File: config.mk
export PLATFORM = sky130hd
export DESIGN_NAME = fir_tdm_filter_flat
export DESIGN_NICKNAME = d
export VERILOG_FILES = /design/src/rtl/fir_tdm_pkg.sv /design/src/rtl/fir_tdm_filter_if.sv /design/src/rtl/fir_mac_unit.sv /design/src/rtl/fir_tdm_filter.sv /design/src/flat_wrapper.sv
export SDC_FILE = /design/constraint.sdc
export NUM_CORES = 2
export LEC_CHECK = 0
export BUFFER_PORTS_ARGS = -buffer_cell sky130_fd_sc_hd__buf_4
export CORE_MARGIN = 3
export CORE_UTILIZATION = 61
export CTS_BUF_LIST = sky130_fd_sc_hd__clkbuf_4
export DETAILED_ROUTE_END_ITERATION = 7
export PLACE_DENSITY = 0.73
export SLEW_MARGIN = 20
export SYNTH_ARGS = -nofsm -noshare
export SYNTH_HDL_FRONTEND = slang
export SYNTH_HIERARCHICAL = 1
export SYNTH_SLANG_ARGS = --single-unit
File: constraint.sdc
create_clock -name clk -period 14.3 [get_ports clk]
set_input_delay 0 -clock clk [delete_from_list [all_inputs] [get_ports clk]]
set_output_delay 0 -clock clk [all_outputs]
set_load 0.02 [all_outputs]
File: src/rtl/fir_tdm_pkg.sv
// Shared types and helpers for the time-multiplexed FIR: FSM states, width
// functions and the Q-format round/saturate used on the accumulator.
package fir_tdm_pkg;

  typedef enum logic [1:0] {
    ST_IDLE = 2'd0,
    ST_MAC  = 2'd1,
    ST_OUT  = 2'd2
  } state_t;

  typedef struct packed {
    logic        ovf;
    logic [63:0] val;
  } rs_t;

  function automatic int ch_w(input int channels);
    return (channels > 1) ? $clog2(channels) : 1;
  endfunction

  function automatic int tap_w(input int order);
    return $clog2(order);
  endfunction

  function automatic int acc_w(input int word_len, input int order);
    return 2 * word_len + $clog2(order);
  endfunction

  // Round half-up, drop frac_bits, then clamp to a word_len-bit signed range.
  function automatic rs_t round_sat(input logic signed [63:0] acc,
                                    input int frac_bits,
                                    input int word_len);
    logic signed [63:0] r;
    logic signed [63:0] hi;
    logic signed [63:0] lo;
    rs_t                res;
    r       = (acc + (64'sd1 <<< (frac_bits - 1))) >>> frac_bits;
    hi      = (64'sd1 <<< (word_len - 1)) - 64'sd1;
    lo      = -(64'sd1 <<< (word_len - 1));
    res.ovf = 1'b0;
    res.val = r;
    if (r > hi) begin
      res.val = hi;
      res.ovf = 1'b1;
    end else if (r < lo) begin
      res.val = lo;
      res.ovf = 1'b1;
    end
    return res;
  endfunction

endpackage

File: src/rtl/fir_tdm_filter_if.sv
// Sample, coefficient-load and result signals of the TDM FIR grouped as one bundle.
interface fir_tdm_filter_if
  import fir_tdm_pkg::*;
#(
  parameter int WORD_LENGTH  = 16,
  parameter int FILTER_ORDER = 32,
  parameter int CHANNELS     = 2
);
  localparam int CH_W  = ch_w(CHANNELS);
  localparam int TAP_W = tap_w(FILTER_ORDER);

  logic                          enable;
  logic                          in_valid;
  logic                          in_ready;
  logic [CH_W-1:0]               in_channel;
  logic signed [WORD_LENGTH-1:0] DataInput;
  logic                          coef_we;
  logic [TAP_W-1:0]              coef_addr;
  logic signed [WORD_LENGTH-1:0] coef_data;
  logic                          coef_commit;
  logic                          commit_pending;
  logic                          out_valid;
  logic [CH_W-1:0]               out_channel;
  logic signed [WORD_LENGTH-1:0] DataOutput;
  logic                          overflow;

  modport master (
    output enable, in_valid, in_channel, DataInput,
    output coef_we, coef_addr, coef_data, coef_commit,
    input  in_ready, commit_pending, out_valid, out_channel, DataOutput, overflow
  );

  modport slave (
    input  enable, in_valid, in_channel, DataInput,
    input  coef_we, coef_addr, coef_data, coef_commit,
    output in_ready, commit_pending, out_valid, out_channel, DataOutput, overflow
  );
endinterface

File: src/rtl/fir_mac_unit.sv
// Single signed multiply-accumulate with clear/enable; the accumulator is
// presented through the shared round/saturate stage.
module fir_mac_unit
  import fir_tdm_pkg::*;
#(
  parameter int WORD_LENGTH  = 16,
  parameter int FILTER_ORDER = 32,
  parameter int FRAC_BITS    = 15
) (
  input  logic                          clk,
  input  logic                          i_en,
  input  logic                          i_clr,
  input  logic                          i_acc,
  input  logic signed [WORD_LENGTH-1:0] i_coef,
  input  logic signed [WORD_LENGTH-1:0] i_sample,
  output logic signed [WORD_LENGTH-1:0] o_result,
  output logic                          o_overflow
);
  localparam int ACC_W = acc_w(WORD_LENGTH, FILTER_ORDER);

  logic signed [2*WORD_LENGTH-1:0] w_prod_p0;
  logic signed [ACC_W-1:0]         r_acc_p1;
  rs_t                             w_rs;
  logic                            w_unused_hi;

  assign w_prod_p0 = (2*WORD_LENGTH)'(i_coef) * (2*WORD_LENGTH)'(i_sample);

  // p0 -> p1: accumulate; cleared when a new sample starts
  always_ff @(posedge clk) begin
    if (i_en) begin
      if (i_clr) begin
        r_acc_p1 <= '0;
      end else if (i_acc) begin
        r_acc_p1 <= r_acc_p1 + ACC_W'(w_prod_p0);
      end
    end
  end

  assign w_rs        = round_sat({{(64-ACC_W){r_acc_p1[ACC_W-1]}}, r_acc_p1}, FRAC_BITS, WORD_LENGTH);
  assign o_result    = w_rs.val[WORD_LENGTH-1:0];
  assign o_overflow  = w_rs.ovf;
  assign w_unused_hi = ^w_rs.val[63:WORD_LENGTH];

endmodule

File: src/rtl/fir_tdm_filter.sv
// Multi-channel FIR sharing one MAC across channels: per-channel circular
// delay lines, double-buffered coefficients, IDLE/MAC/OUT sequencing.
module fir_tdm_filter
  import fir_tdm_pkg::*;
#(
  parameter int WORD_LENGTH  = 16,
  parameter int FILTER_ORDER = 32,
  parameter int CHANNELS     = 2,
  parameter int FRAC_BITS    = 15
) (
  input logic             clk,
  input logic             reset,
  fir_tdm_filter_if.slave bus
);
  localparam int               CH_W     = ch_w(CHANNELS);
  localparam int               TAP_W    = tap_w(FILTER_ORDER);
  localparam logic [TAP_W-1:0] LAST_TAP = TAP_W'(FILTER_ORDER - 1);

  state_t                        r_state;
  state_t                        w_state_nxt;
  logic [TAP_W-1:0]              r_k;
  logic [CH_W-1:0]               r_ch;
  logic [TAP_W-1:0]              r_head     [CHANNELS];
  logic signed [WORD_LENGTH-1:0] r_dline    [CHANNELS][FILTER_ORDER];
  logic signed [WORD_LENGTH-1:0] r_coef_act [FILTER_ORDER];
  logic signed [WORD_LENGTH-1:0] r_coef_sh  [FILTER_ORDER];
  logic signed [WORD_LENGTH-1:0] w_coef_sh_nxt [FILTER_ORDER];
  logic                          r_commit_pending;

  logic                          w_ch_ok;
  logic                          w_start;
  logic                          w_commit_now;
  logic                          w_mac_clr;
  logic                          w_mac_acc;
  logic                          w_out_valid;
  logic                          w_ovf;
  logic [TAP_W-1:0]              w_head;
  logic [TAP_W-1:0]              w_rd_idx;
  logic signed [WORD_LENGTH-1:0] w_coef;
  logic signed [WORD_LENGTH-1:0] w_sample;
  logic signed [WORD_LENGTH-1:0] w_result;

  // Out-of-range channels are still handshaken but never start a computation.
  assign w_ch_ok      = ({1'b0, bus.in_channel} < (CH_W+1)'(CHANNELS));
  assign w_start      = (r_state == ST_IDLE) && bus.enable && bus.in_valid && w_ch_ok;
  assign w_commit_now = (r_state == ST_IDLE) && (r_commit_pending || bus.coef_commit);

  always_ff @(posedge clk) begin
    if (reset) begin
      r_state <= ST_IDLE;
    end else if (bus.enable) begin
      r_state <= w_state_nxt;
    end
  end

  always_comb begin
    w_state_nxt = r_state;
    case (r_state)
      ST_IDLE: if (w_start) w_state_nxt = ST_MAC;
      ST_MAC:  if (r_k == LAST_TAP) w_state_nxt = ST_OUT;
      ST_OUT:  w_state_nxt = ST_IDLE;
      default: w_state_nxt = ST_IDLE;
    endcase
  end

  always_comb begin
    w_out_valid        = (r_state == ST_OUT) && bus.enable && !reset;
    w_mac_clr          = w_start;
    w_mac_acc          = (r_state == ST_MAC);
    bus.in_ready       = (r_state == ST_IDLE) && bus.enable && !reset;
    bus.out_valid      = w_out_valid;
    bus.out_channel    = w_out_valid ? r_ch : '0;
    bus.DataOutput     = w_out_valid ? w_result : '0;
    bus.overflow       = w_out_valid && w_ovf;
    bus.commit_pending = r_commit_pending;
  end

  always_ff @(posedge clk) begin
    if (reset) begin
      r_k  <= '0;
      r_ch <= '0;
    end else if (bus.enable) begin
      if (w_start) begin
        r_k  <= '0;
        r_ch <= bus.in_channel;
      end else if (r_state == ST_MAC) begin
        r_k <= r_k + TAP_W'(1);
      end
    end
  end

  // Tap k reads x[n-k] at (head - k) mod FILTER_ORDER.
  assign w_head   = r_head[r_ch];
  assign w_rd_idx = (w_head >= r_k) ? (w_head - r_k) : (w_head + TAP_W'(FILTER_ORDER) - r_k);
  assign w_sample = r_dline[r_ch][w_rd_idx];
  assign w_coef   = r_coef_act[r_k];

  always_ff @(posedge clk) begin
    if (reset) begin
      for (int c = 0; c < CHANNELS; c++) begin
        r_head[c] <= '0;
        for (int t = 0; t < FILTER_ORDER; t++) r_dline[c][t] <= '0;
      end
    end else if (bus.enable) begin
      if (w_start) begin
        r_dline[bus.in_channel][r_head[bus.in_channel]] <= bus.DataInput;
      end
      if (r_state == ST_OUT) begin
        r_head[r_ch] <= (r_head[r_ch] == LAST_TAP) ? '0 : r_head[r_ch] + TAP_W'(1);
      end
    end
  end

  // Same-cycle write is merged before a commit copies the shadow bank.
  always_comb begin
    w_coef_sh_nxt = r_coef_sh;
    if (bus.coef_we) w_coef_sh_nxt[bus.coef_addr] = bus.coef_data;
  end

  always_ff @(posedge clk) begin
    if (reset) begin
      r_commit_pending <= 1'b0;
      for (int t = 0; t < FILTER_ORDER; t++) begin
        r_coef_sh[t]  <= '0;
        r_coef_act[t] <= '0;
      end
    end else if (bus.enable) begin
      for (int t = 0; t < FILTER_ORDER; t++) r_coef_sh[t] <= w_coef_sh_nxt[t];
      if (w_commit_now) begin
        r_commit_pending <= 1'b0;
        for (int t = 0; t < FILTER_ORDER; t++) r_coef_act[t] <= w_coef_sh_nxt[t];
      end else if (bus.coef_commit) begin
        r_commit_pending <= 1'b1;
      end
    end
  end

  fir_mac_unit #(
    .WORD_LENGTH (WORD_LENGTH),
    .FILTER_ORDER(FILTER_ORDER),
    .FRAC_BITS   (FRAC_BITS)
  ) u_mac (
    .clk       (clk),
    .i_en      (bus.enable),
    .i_clr     (w_mac_clr),
    .i_acc     (w_mac_acc),
    .i_coef    (w_coef),
    .i_sample  (w_sample),
    .o_result  (w_result),
    .o_overflow(w_ovf)
  );

endmodule

File: src/flat_wrapper.sv
// flat-port wrapper written by rule: the top's interface ports become plain ports
module fir_tdm_filter_flat import fir_tdm_pkg::*;
#(
  parameter int WORD_LENGTH  = 16,
  parameter int FILTER_ORDER = 32,
  parameter int CHANNELS     = 2,
  parameter int FRAC_BITS    = 15
)
  (clk, reset, bus_enable, bus_in_valid, bus_in_channel, bus_DataInput, bus_coef_we, bus_coef_addr, bus_coef_data, bus_coef_commit, bus_in_ready, bus_commit_pending, bus_out_valid, bus_out_channel, bus_DataOutput, bus_overflow);
  fir_tdm_filter_if #(.WORD_LENGTH(WORD_LENGTH), .FILTER_ORDER(FILTER_ORDER), .CHANNELS(CHANNELS)) bus_i ();
  input logic clk;
  input logic reset;
  input wire logic [$bits(bus_i.enable)-1:0] bus_enable;
  input wire logic [$bits(bus_i.in_valid)-1:0] bus_in_valid;
  input wire logic [$bits(bus_i.in_channel)-1:0] bus_in_channel;
  input wire logic [$bits(bus_i.DataInput)-1:0] bus_DataInput;
  input wire logic [$bits(bus_i.coef_we)-1:0] bus_coef_we;
  input wire logic [$bits(bus_i.coef_addr)-1:0] bus_coef_addr;
  input wire logic [$bits(bus_i.coef_data)-1:0] bus_coef_data;
  input wire logic [$bits(bus_i.coef_commit)-1:0] bus_coef_commit;
  output wire logic [$bits(bus_i.in_ready)-1:0] bus_in_ready;
  output wire logic [$bits(bus_i.commit_pending)-1:0] bus_commit_pending;
  output wire logic [$bits(bus_i.out_valid)-1:0] bus_out_valid;
  output wire logic [$bits(bus_i.out_channel)-1:0] bus_out_channel;
  output wire logic [$bits(bus_i.DataOutput)-1:0] bus_DataOutput;
  output wire logic [$bits(bus_i.overflow)-1:0] bus_overflow;
  assign bus_i.enable = bus_enable;
  assign bus_i.in_valid = bus_in_valid;
  assign bus_i.in_channel = bus_in_channel;
  assign bus_i.DataInput = bus_DataInput;
  assign bus_i.coef_we = bus_coef_we;
  assign bus_i.coef_addr = bus_coef_addr;
  assign bus_i.coef_data = bus_coef_data;
  assign bus_i.coef_commit = bus_coef_commit;
  assign bus_in_ready = bus_i.in_ready;
  assign bus_commit_pending = bus_i.commit_pending;
  assign bus_out_valid = bus_i.out_valid;
  assign bus_out_channel = bus_i.out_channel;
  assign bus_DataOutput = bus_i.DataOutput;
  assign bus_overflow = bus_i.overflow;
  fir_tdm_filter #(.WORD_LENGTH(WORD_LENGTH), .FILTER_ORDER(FILTER_ORDER), .CHANNELS(CHANNELS), .FRAC_BITS(FRAC_BITS)) u_core (.clk(clk), .reset(reset), .bus(bus_i));
endmodule
### After elaboration in Yosys (flattened, before gate mapping)

Memories as Yosys holds them, arrays and structs flattened. A register that Yosys moved wholly into a read port is not among the register bits.
Cells that the tools add are included.

| word-level totals | value |
|---|---|
| word-level logic and storage cells | 194 |
| bits in writable memories | 1546 |
| output and inout bits | 21 |
| memories | 3 |
| bits in latches | 0 |
| bits in read-only memories | 0 |
| bits in registers | 558 |
| bits of input ports | 44 |

Memory list:

| name | words | width | rd ports | clocked after memory_dff | write ports | RTL line | RTL |
|---|---|---|---|---|---|---|---|
| u_core.r_dline | 2 | 512 | 1 | 1 | 2 | fir_tdm_filter.sv:24 | `logic signed [WORD_LENGTH-1:0] r_dline [CHANNELS][FILTER_ORDER];` |
| u_core.r_coef_act | 32 | 16 | 1 | 1 | 32 | fir_tdm_filter.sv:25 | `logic signed [WORD_LENGTH-1:0] r_coef_act [FILTER_ORDER];` |
| u_core.r_head | 2 | 5 | 2 | 1 | 2 | fir_tdm_filter.sv:23 | `logic [TAP_W-1:0] r_head [CHANNELS];` |

| cells by class | value |
|---|---|
| div/mod/pow operators | 0 |
| order comparisons | 7 |
| eq/ne operators | 6 |
| $mul | 1 |
| reduce and logical (&&, ||, !) cells | 20 |
| $add $sub $neg | 5 |
| bitwise operators | 35 |
| muxes and demuxes | 80 |
| shift-type cells | 0 |

Operators by type and width:

| kind | number |
|---|---|
| 512-bit two-way mux | 4 |
| 16-bit two-way mux | 37 |
| 512-bit bitwise mux | 1 |
| 512-bit OR reduction | 1 |
| 16-bit demux with 5-bit select | 2 |
| 65-bit two-way mux | 2 |
| 16-bit binary-select mux with 5-bit select | 1 |
| 37-bit by 16-bit adder with 38-bit output (second input constant) | 1 |
| 37-bit by 32-bit adder with 37-bit output | 1 |
| 37-bit two-way mux | 1 |
| 16-bit by 16-bit multiplier with 32-bit output | 1 |
| 1-bit OR | 32 |
| 5-bit two-way mux | 6 |
| 23-bit by 16-bit > comparator with 1-bit output (second input constant) | 1 |
| 23-bit by 16-bit less-than comparator with 1-bit output (second input constant) | 1 |
| 1-bit two-way mux | 23 |
| 6-bit >= comparator (second input constant) | 3 |
| 5-bit inverter with 6-bit output | 3 |
| 6-bit by 1-bit less-than comparator with 1-bit output (second input constant) | 2 |
| 5-bit by 1-bit adder with 5-bit output (second input constant) | 2 |
| 5-bit == test (second input constant) | 2 |
| 1-bit logical AND | 9 |
| 2-bit AND reduction | 3 |
| 5-bit OR reduction | 1 |
| 12 further kinds | 14 |

### Depth between registers and ports, before layout

| logic depth | value |
|---|---|
| depth in word-level cells | 9 |
| mapped depth | 41 |
| mapped depth without buffers | 34 |

### Hierarchy

The synthesis kept the hierarchy.

Modules (own cells, without submodules):

| module | cells each | area an instance (um^2) | times used | sequential area each (um^2) |
|---|---|---|---|---|
| fir_tdm_filter | 7430 | 88882.7 | 1 | 56974.6 |
| fir_mac_unit | 1445 | 13576.8 | 1 | 1111.1 |

### Least setup slack after synthesis

Ideal clock, no wire load.

| timing path | value |
|---|---|
| kind | register -> register |
| start point | register u_core.r_commit_pending, in the netlist u_core/bus.commit_pending |
| end point | memory u_core.r_coef_act[0][0], enable pin |
| period minus slack after synthesis | 12552 ps |
| data required time | 10605 ps |
| library setup time | 3695 ps |
| buffers on the path | 0 |
| arrival time | 8856 ps |
| stages on the path, launching flop included | 3 |
| slack | 1748 ps |
| cell sequence | dfxtp_1 o21ai_0 nand2_1 |

RTL lines:

| element | RTL line | RTL |
|---|---|---|
| from (decl) | fir_tdm_filter.sv:28 | `logic r_commit_pending;` |
| from (signal assigned) | fir_tdm_filter.sv:122 | `r_commit_pending <= 1'b0;` |
| from (signal assigned) | fir_tdm_filter.sv:130 | `r_commit_pending <= 1'b0;` |
| from (signal assigned) | fir_tdm_filter.sv:133 | `r_commit_pending <= 1'b1;` |
| to (decl) | fir_tdm_filter.sv:25 |  |

==> results.json <==
{
  "crit_path_max_incr_delay_ns": 1.21,
  "max_cap_check_violation_count": 0,
  "final.setup.tns_ns": 0,
  "post_cts_resize_count": 0,
  "simple_gate_share_of_the_synthesized_area_pct": 14.4,
  "power.static_leakage_nw": 41.1,
  "routedWlPerCell_um": 25.2,
  "dpl_worst_slack_ns": 3.10,
  "vias_per_cell": 6.22,
  "layout.nets": 9679,
  "cts_sinks": 2110,
  "first_global_vias": 72693,
  "routed_wl_mm": 298,
  "maximum_number_of_pins_on_one_net_before_global_route_repair": 192,
  "failed_checks": "DRC",
  "timing.critical_path.slowest_stage_cell": "fa_4",
  "ys_dominant_reg_cell": "edfxtp_1",
  "crit_path_end_kind": "register",
  "worst_ep_required_time_ns": 15.32,
  "initial_antenna_violation_count": 15,
  "dieHeight_um": 416,
  "unrepaired_setup_endpoints_after_global_routing": "no",
  "pwr-share-seq_pct": 31.1,
  "synth-compound-area-share_pct": 7.41,
  "dr_wl_met3_mm": 34.4,
  "numCtsBuffers": 558,
  "p_switching_w": 0.00917,
  "wl_met1_mm": 107,
  "setup.worst_path.start_class": "register",
  "postCtsSetupRepairBufs": 0,
  "timing.final.crit_share_pct": 80.0,
  "hold_class": "primary input to register",
  "postSynthNetCount": 9356,
  "drive_above_1_share_pct": 17.9,
  "worstMarginPinSlew_ns": 1.20,
  "path_class": "register to register",
  "finish.instance_area_um2": 114000,
  "synthToLayoutAreaGrowth_pct": 11.4,
  "worst_hold_slack_ns": 0.162,
  "synth_seq_cells": 2110,
  "p_clk_share_pct": 22.5,
  "status": "finished with violations",
  "portBuffers": 64,
  "async_reset_ff_share_pct": 0,
  "yosys.cell_types.count": 81,
  "globalRouteOverflowTotal": 0,
  "yosys_warnings": 6,
  "io_pins": 65,
  "gp_congestion": 0.931,
  "clk_pin_slew_worst_paths_ns": 0.08,
  "max_slew_margin_pct": 19.9,
  "drt_first_iter_violations": 10651,
  "maximum_frequency_from_static_timing_analysis_mhz": 87.5,
  "timing.critical_path.mode_cell": "fa_1",
  "ys_seq_area_share_pct": 56.7,
  "timing.final.ws_setup_ns": 2.87,
  "placement_rows": 149,
  "floorplan.core_area_um2": 166000,
  "setup_violations": 0,
  "yosys-mux-area-fraction_pct": 9.46,
  "start_util_pct": 61.8,
  "hpwl_after_dpl_mm": 179,
  "final_period_minus_worst_setup_slack_ns": 11.43,
  "critical_path_arrival_ns": 12.45,
  "internal_power_w": 0.0147,
  "hold_viol": 0,
  "power-per-cell-area_nw_per_um2": 209,
  "path_max_fanout": 35,
  "highest_metal_layer_with_signal_wires": "met5",
  "grt_pass1_wl_mm": 449,
  "detailedRoute.firstPassIterationCount": 8,
  "clock_tree_from_tritoncts": "done",
  "post-layout-total-power_w": 0.0239,
  "syn_avg_cell_area_um2": 11.5,
  "drt_drc_violations_left": 15,
  "place_area_um2": 105000,
  "synth_fa_ha_area_share_pct": 7.67,
  "bufs_on_longest_clock_path": 4,
  "library_cell_used_as_clock_root_buffer": "clkbuf_4",
  "synth-xor-area-share_pct": 0.458,
  "largest_family_of_logic_cells_by_synthesized_area": "simple AND/OR/NAND/NOR gates",
  "worst_clk_skew_ns": 0.137,
  "floorplan.die_area_um2": 173000,
  "synth_edf_count": 1583,
  "syn-cell-area_um2": 102000,
  "antenna_left": 0,
  "global_route.usage.total_pct": 34.4,
  "p_comb_share_pct": 46.5,
  "syn_inst": 8875,
  "finalMaxSlewViolations": 0,
  "die_w_um": 416,
  "met2RoutedLength_mm": 139,
  "number_of_h_tree_levels": 6,
  "switching_share_pct": 38.4,
  "clk-insertion-delay-late_ns": 1.41,
  "vdd_ir_drop_max_uv": 511,
  "routed_vias": 73473
}
## cell usage after synthesis, types with 5 or more instances
library cell / count / share of area (%)
inv_1: 396 / 1.5
buf_4: 7 / 0.051
mux4_2: 414 / 9.1
buf_1: 24 / 0.088
o31ai_1: 6 / 0.044
a21o_1: 9 / 0.066
o21ai_1: 5 / 0.024
xor2_1: 16 / 0.14
nor2_2: 21 / 0.13
xnor2_1: 35 / 0.30
mux2_2: 21 / 0.23
o311ai_0: 10 / 0.085
a21oi_1: 1085 / 5.3
nand3_1: 31 / 0.15
nand2b_1: 13 / 0.079
fa_1: 319 / 6.2
o21a_1: 7 / 0.051
and3_1: 9 / 0.055
clkbuf_1: 541 / 2.0
nand3b_1: 7 / 0.051
edfxtp_1: 1583 / 46
or3_1: 6 / 0.037
and2_1: 638 / 3.9
nor2_1: 206 / 0.75
nor2b_1: 12 / 0.073
nor2_4: 5 / 0.055
o21ai_0: 87 / 0.42
nand2_1: 2386 / 8.7
mux2i_1: 10 / 0.098
buf_2: 70 / 0.34
o21bai_1: 6 / 0.044
o22ai_1: 54 / 0.33
ha_1: 118 / 1.4
a22oi_1: 88 / 0.64
nor3_1: 17 / 0.083
dfxtp_1: 527 / 10
## cells by family after synthesis
family                     Yosys count
AOI/OAI and AO/OA                 1401
and+or+nand+nor                   3383
buffers and inverters             1044
adders and majority gates          437
DFF                               2110
muxes                              448
xor gates and xnor gates            52
## state kept, by name, indices dropped and copies added (netlist names), named ones only
name and cells:
u_core/bus.commit_pending 1, u_core/r_coef_sh 512, u_core/r_ch 1, u_core/r_head 10, u_core/r_state 2, u_core/u_mac/r_acc_p1 37, u_core/r_k 5, u_core/r_dline 1024
u_core/r_coef_act 512
## final cells by class
class                      instances  area (um^2)
tap                             2189         2740
antenna                           13         32.5
inverter                         398         1490
clock inverter                   115          712
clock buffer                     857         6430
multi-input combinational       5721        40700
timing repair buffer             409         3980
sequential                      2110        58100
fill                           11798        51800
## layer usage
layer | global-route usage [%] | vias to the layer above
li1 | - | 31711
met1 | 45.4 | 36085
met2 | 53.5 | 4830
met3 | 7.95 | 839
met4 | 18.3 | 8
met5 | 0 | -
## metrics by stage
stage	std cells	util [%]
6_report	11812	68.8
5_1_grt	11807	68.8
4_1_cts	11797	68.7
3_5_place_dp	10657	63.2
3_3_place_gp	10657	63.1
2_1_floorplan	8875	-
## repair_timing
item	CTS	global route
endpoints found under the setup margin	0	0
endpoints found under the hold margin	3021	0
hold buffers	168	0
## placed cells by master, fill, tap and decap left out, types with 45 or more instances in the layout
master	netlist	final
a21oi_1	1085	1073
a22oi_1	88	88
and2_1	638	638
buf_4	7	231
clkbuf_4	0	857
clkinv_1	0	80
dfxtp_1	527	523
dlygate4sd3_1	0	139
edfxtp_1	1583	1583
fa_1	319	318
ha_1	118	117
inv_1	396	392
mux4_2	414	414
nand2_1	2386	2385
nor2_1	206	178
nor2_2	21	48
o21ai_1	5	45
o22ai_1	54	54
## power by group through the flow
stage	registers [W]	clock network, W	logic, W
after floorplan	0.00753	0	0.00845
after global placement	0.00753	0	0.0107
after detailed placement	0.00755	0	0.0109
after CTS	0.00741	0.00545	0.0111
after global routing	0.00744	0.00578	0.0127
final	0.00742	0.00537	0.0111
## critical path, delay by kind of cell (launching register included)
kind / cells / cell delay, ns
simple gates: 5 / 1.90
xor+xnor: 1 / 0.17
compound gates: 10 / 2.59
fa+ha+maj: 9 / 4.89
flops: 1 / 0.67
buf+inv: 6 / 0.80
## final timing paths
| path | from | end | slack, ns | cells after the start |
|---|---|---|---|---|
| max | register | u_core/u_mac/r_acc_p1[36]$_SDFFCE_PP0P_ | 2.87 | 31 |
| min | bus_coef_addr[3] | u_core/r_coef_act[3][7]$_SDFFCE_PN0P_ | 0.16 | 6 |
| max reg2reg | register | u_core/u_mac/r_acc_p1[36]$_SDFFCE_PP0P_ | 2.87 | 31 |
| min reg2reg | u_core/r_coef_sh[193]$_SDFFE_PP0P_ | u_core/r_coef_sh[193]$_SDFFE_PP0P_ | 0.45 | 2 |
Note: power is estimated with default switching activity, not from simulation.
